## src/rtl/pipeline_pkg.sv

```systemverilog
// Shared pipeline types: XLEN, the IF/ID bundle, fetch FSM states.
// Imported by every fetch-side module.
package pipeline_pkg;

  localparam int XLEN = 64;

  localparam logic [XLEN-1:0] RESET_PC_DEF =
    64'h0000_0000_8000_0000;

  typedef enum logic [1:0] {
    IDLE  = 2'd0,
    WAIT  = 2'd1,
    DRAIN = 2'd2
  } fetch_state_e;

  typedef struct packed {
    logic [31:0]     instr;
    logic [XLEN-1:0] PC;
    logic [XLEN-1:0] PCPlus4;
  } ifid_t;

  function automatic logic [XLEN-1:0] pc_inc(
    input logic [XLEN-1:0] pc
  );
    return pc + XLEN'(4);
  endfunction

endpackage

```

## src/rtl/fetch_queue.sv

```systemverilog
// Two-entry FIFO of IF/ID bundles between fetch and decode.
// Flush wins over push and pop; the head reads as zero when empty.
module fetch_queue
  import pipeline_pkg::*;
(
  input  logic       clk,
  input  logic       reset,
  input  logic       push_i,
  input  ifid_t      pdata_i,
  input  logic       pop_i,
  input  logic       flush_i,
  output ifid_t      head_o,
  output logic       valid_o,
  output logic [1:0] count_o
);

  ifid_t      mem_q [2];
  logic       head_q, head_d;
  logic [1:0] cnt_q, cnt_d;
  logic       tail;
  logic       do_push, do_pop;

  assign tail    = head_q ^ cnt_q[0];
  assign do_push = push_i && (cnt_q != 2'd2);
  assign do_pop  = pop_i && (cnt_q != 2'd0);

  always_comb begin
    head_d = head_q;
    cnt_d  = cnt_q;
    if (flush_i) begin
      head_d = 1'b0;
      cnt_d  = 2'd0;
    end else begin
      if (do_pop) head_d = ~head_q;
      unique case ({do_push, do_pop})
        2'b10:   cnt_d = cnt_q + 2'd1;
        2'b01:   cnt_d = cnt_q - 2'd1;
        default: cnt_d = cnt_q;
      endcase
    end
  end

  always_ff @(posedge clk) begin
    if (reset) begin
      head_q   <= 1'b0;
      cnt_q    <= 2'd0;
      mem_q[0] <= '0;
      mem_q[1] <= '0;
    end else begin
      head_q <= head_d;
      cnt_q  <= cnt_d;
      if (do_push && !flush_i) mem_q[tail] <= pdata_i;
    end
  end

  assign valid_o = (cnt_q != 2'd0);
  assign head_o  = valid_o ? mem_q[head_q] : '0;
  assign count_o = cnt_q;

endmodule

```

## src/rtl/ifetch_unit.sv

```systemverilog
// Instruction fetch: one outstanding memory request at a time,
// responses queued for decode, execute redirects flush the queue.
module ifetch_unit
  import pipeline_pkg::*;
#(
  parameter logic [XLEN-1:0] RESET_PC = RESET_PC_DEF,
  parameter int              QDEPTH   = 2
) (
  input  logic            clk,
  input  logic            reset,
  output logic            imem_req,
  output logic [XLEN-1:0] imem_addr,
  input  logic            imem_ready,
  input  logic            imem_rvalid,
  input  logic [31:0]     imem_rdata,
  input  logic            StallD,
  input  logic            PCSrcE,
  input  logic [XLEN-1:0] PCTargetE,
  output ifid_t           ifid,
  output logic            ifid_valid
);

  localparam logic [1:0] QD = 2'(QDEPTH);

  fetch_state_e    state_q, state_d;
  logic [XLEN-1:0] fpc_q, fpc_d;
  logic [XLEN-1:0] ppc_q, ppc_d;
  logic [1:0]      count;
  logic            accept, push, pop;
  ifid_t           pdata;

  assign imem_req = (state_q == IDLE) && (count < QD)
                 && !PCSrcE && !reset;
  assign accept   = imem_req && imem_ready;
  assign push     = (state_q == WAIT) && imem_rvalid && !PCSrcE;
  assign pop      = ifid_valid && !StallD;

  assign pdata.instr   = imem_rdata;
  assign pdata.PC      = ppc_q;
  assign pdata.PCPlus4 = pc_inc(ppc_q);

  // A response that lands with a redirect is consumed, so WAIT
  // only drains when the stale response is still in flight.
  always_comb begin
    state_d = state_q;
    fpc_d   = fpc_q;
    ppc_d   = ppc_q;
    unique case (state_q)
      IDLE:    if (accept) state_d = WAIT;
      WAIT: begin
        if (imem_rvalid)  state_d = IDLE;
        else if (PCSrcE)  state_d = DRAIN;
      end
      DRAIN:   if (imem_rvalid) state_d = IDLE;
      default: state_d = IDLE;
    endcase
    unique case (1'b1)
      PCSrcE: fpc_d = PCTargetE;
      accept: fpc_d = pc_inc(fpc_q);
      default: fpc_d = fpc_q;
    endcase
    if (accept) ppc_d = fpc_q;
  end

  always_ff @(posedge clk) begin
    if (reset) begin
      state_q <= IDLE;
      fpc_q   <= RESET_PC;
      ppc_q   <= '0;
    end else begin
      state_q <= state_d;
      fpc_q   <= fpc_d;
      ppc_q   <= ppc_d;
    end
  end

  assign imem_addr = fpc_q;

  fetch_queue u_q (
    .clk     (clk),
    .reset   (reset),
    .push_i  (push),
    .pdata_i (pdata),
    .pop_i   (pop),
    .flush_i (PCSrcE),
    .head_o  (ifid),
    .valid_o (ifid_valid),
    .count_o (count)
  );

endmodule
```

## config.mk

```make
export PLATFORM = sky130hd
export DESIGN_NAME = ifetch_unit
export DESIGN_NICKNAME = d
export VERILOG_FILES = /design/src/rtl/pipeline_pkg.sv /design/src/rtl/fetch_queue.sv /design/src/rtl/ifetch_unit.sv
export SDC_FILE = /design/constraint.sdc
export NUM_CORES = 1
export LEC_CHECK = 0
export ABC_CLOCK_PERIOD_IN_PS = 4500
export BUFFER_PORTS_ARGS = -buffer_cell sky130_fd_sc_hd__buf_2
export CORE_MARGIN = 5
export CORE_UTILIZATION = 50
export DETAILED_ROUTE_END_ITERATION = 7
export GPL_ROUTABILITY_DRIVEN = 0
export PLACE_DENSITY = 0.74
export SLEW_MARGIN = 20
export SYNTH_ARGS = -nofsm -noshare
export SYNTH_HDL_FRONTEND = slang
export SYNTH_HIERARCHICAL = 1
export SYNTH_SLANG_ARGS = --single-unit
```

## constraint.sdc

```tcl
create_clock -name clk -period 4.5 [get_ports clk]
set_input_delay 0.45 -clock clk [delete_from_list [all_inputs] [get_ports clk]]
set_output_delay 0.45 -clock clk [all_outputs]
set_load 0.1 [all_outputs]
```

==> impl_metrics.yaml <==
global_routing:
  grt_usage_pct: 23.8
  grt_max_degree: 106
  antenna_found_initial: 1
  grt_pass1_wl_um: 90200
  overflow: 0
  grt_pass1_vias: 15900
clocking:
  cts_buffer_depth: 3
  cts_buffers: 48
  cts_sinks: 454
  clkLatencyLatePin_ns: 0.59
  ctsResizeCount: 0
  cts_tree: "yes"
  cts_root_buf: "clkbuf_16"
  clk_pin_slew_ns: 0.06
  post-cts-setup-buffer-count: 0
  htree_levels: 2
  cts_hold_buf: 0
logic_synthesis:
  ys_seq_elements: 454
  synthArstFlopShare_pct: 0
  seq_area_frac_synth_pct: 56.3
  synth_common_cells: "329 x and2_1, 320 x edfxtp_1, 242 x nor2_1"
  ys_types: 67
  synth-edff-count: 320
  syn_nets: 2148
  netlist_top_cells_area: "edfxtp_1 44%, dfxtp_1 12%, and2_1 9.4%, mux2i_1 7.7%, nor2_1 4.2%"
  ys_warn_count: 6
  syn_inst: 2043
  synth_area_leader_cell: "edfxtp_1"
  synth.most_common_cell: "and2_1"
  synthFlopType: "edfxtp_1"
  synth_top_area_share_pct: 44.0
  synth_area_um2: 21800
  synth.avg_cell_area_um2: 10.7
setup_path:
  start_kind: "flop"
  critPathMaxStageDelay_ns: 0.82
  crit_arrival_ns: 3.08
  path_depth: 4
  crit_path_cell_trace: "nor2_4, buf_4, nor2_1, buf_2"
  critPathKind: "reg -> out"
  path_max_fanout: 72
  crit_path_end_kind: "output pin"
  ff2ff_path_depth: 6
  critPathBufInv: 2
  slowest_stage: "nor2_4"
  cp.required_ns: 4.05
  crit_family: "buffers and inverters"
floorplanning:
  rows: 76
  dieArea_um2: 47900
  core_um2: 43200
  fp.dieH_um: 219
  die_w_um: 219
  start_util_pct: 50.5
  io_pins: 328
route:
  drt_pass1_iterations: 5
  wl_per_cell_um: 20.0
  drt_wl_total_um: 58900
  drcViolationCount: 0
  ant_nets: 0
  vias: 16400
  drt_iter0_markers: 1588
  viasPerCell: 5.56
timing:
  hold_viol_final: 0
  slew_headroom_pct: 26.3
  worstMarginPinSlew_ns: 1.11
  fin_tns_setup_ns: 0
  slew_viol_final: 0
  timing.fmax_mhz: 283
  layout_min_cycle_time_ns: 3.53
  fin_crit_sh_pct: 78.5
  setup_viol: 0
  finalClockSkew_ns: 0.0149
  finalWorstSetupSlack_ns: 0.966
  rsz0062_at_grt: "false"
power_and_ir_drop:
  max-vdd-ir-drop_mv: 0.284
  p_leak_nw: 9.65
  power.density_nw_per_um2: 377
placement:
  place_ws_ns: 1.04
  post-dp-hpwl_um: 39600
  place.port_buffers: 327
final_layout:
  utilization_pct: 59.0
  nFillCells: 3639
  seqCellArea_um2: 12300
  area_delta_synth_final_pct: 16.7
  drive_above_1_share_pct: 19.5
  multi_input_area_um2: 8780
  nets: 2426
status:
  status: "finished, final reports clean"
flow_run:
  max-cap-violations: 0
hold_path:
  min_path_cells: 2
  hold_class: "in -> reg"
-- worst reg2reg max path, stage by stage, from the launching register on --
cell and delay, ns:
dfxtp_1 0.49, nand3_1 0.28, nor4_2 0.76, nand4_1 0.66, nor3_1 0.41, mux2i_1 0.12, a311o_1 0.32
-- per-stage QoR --
stage	cells	hold slack, ns	power (W)	instance area, um2
final	2947	0.0594	0.00960	25500
after global routing	2945	0.0587	0.00989	25500
after CTS	2945	0.0310	0.00967	25500
after detailed placement	2856	0.504	0.00551	23800
after global placement	2856	0.500	0.00549	23800
after floorplan	2043	0.453	0.00529	21800
-- power by group --
part	switching (W)	internal, W	leakage, nW
sequential	0.000126	0.00460	4.40
combinational	0.000542	0.000155	4.44
clock	0.00165	0.00252	0.815
-- routing by layer --
metal | share of wire, % | GRT usage, %
met1 | 43 | 34.0
met2 | 45 | 36.8
met3 | 8.7 | 5.16
met4 | 2.6 | 7.01
met5 | 0 | 0
-- sequential cells by signal, summed over array words and instances (netlist names), named ones only --
| name | flops |
|---|---|
| u_q/count_o | 2 |
| state_q | 2 |
| ppc_q | 64 |
| u_q/head_q | 1 |
| imem_addr | 64 |
| u_q/mem_q | 320 |
-- cell usage in the layout, fill, tap and decap left out, drive strengths merged, types with 9 or more instances in the layout --
cell type  Yosys  final
dfxtp        134    134
xnor2         47     47
nor2         242    242
and4           9      9
edfxtp       320    320
and3          24     24
mux2i        168    168
a31oi         11     11
clkinv         1     14
nor4          22     22
xor2          22     22
buf           63    352
nand2        199    199
inv           25     28
nand4         40     40
nand3         54     54
nor3          37     37
o21ai         28     28
clkbuf        61     62
a221oi        10     10
and2         330    330
a21oi        115    115
-- path summary, 6_finish.rpt --
kind / slack [ns] / from / to
max: 0.97 / u_q/count_o[0]$_SDFFE_PP0P_ / ifid[29]
min: 0.06 / imem_rvalid / state_q[1]$_SDFFE_PP0P_
max reg2reg: 1.35 / imem_addr[15]$_SDFFE_PP0P_ / imem_addr[41]$_SDFFE_PP0P_
min reg2reg: 0.52 / ppc_q[46]$_SDFFE_PP0P_ / ppc_q[46]$_SDFFE_PP0P_
-- logic make-up (layout without fill, tap and decap cells) --
logic type / Yosys count / in the layout / share of synthesized area [%]
adder cells (fa/ha/maj): 3 / 3 / 0.172
other: 0 / 2 / 0
flip-flops: 454 / 454 / 56.3
buffers and inverters: 150 / 467 / 3.58
AND/OR/NAND/NOR: 977 / 977 / 23.1
multiplexers: 176 / 176 / 8.12
XOR/XNOR: 69 / 69 / 2.77
AO/OA/AOI/OAI: 214 / 214 / 5.94
-- final cells by class --
cell class                 instances  share of cell area [%]
sequential                       454                    48.3
multi-input combinational       1439                    34.5
timing repair buffer             352                    7.47
clock buffer                      62                    5.15
tap                              585                    2.87
clock inverter                    27                    1.38
inverter                          26                   0.383
antenna                            2                  0.0196
No activity file was read; power rests on OpenSTA's default activity.
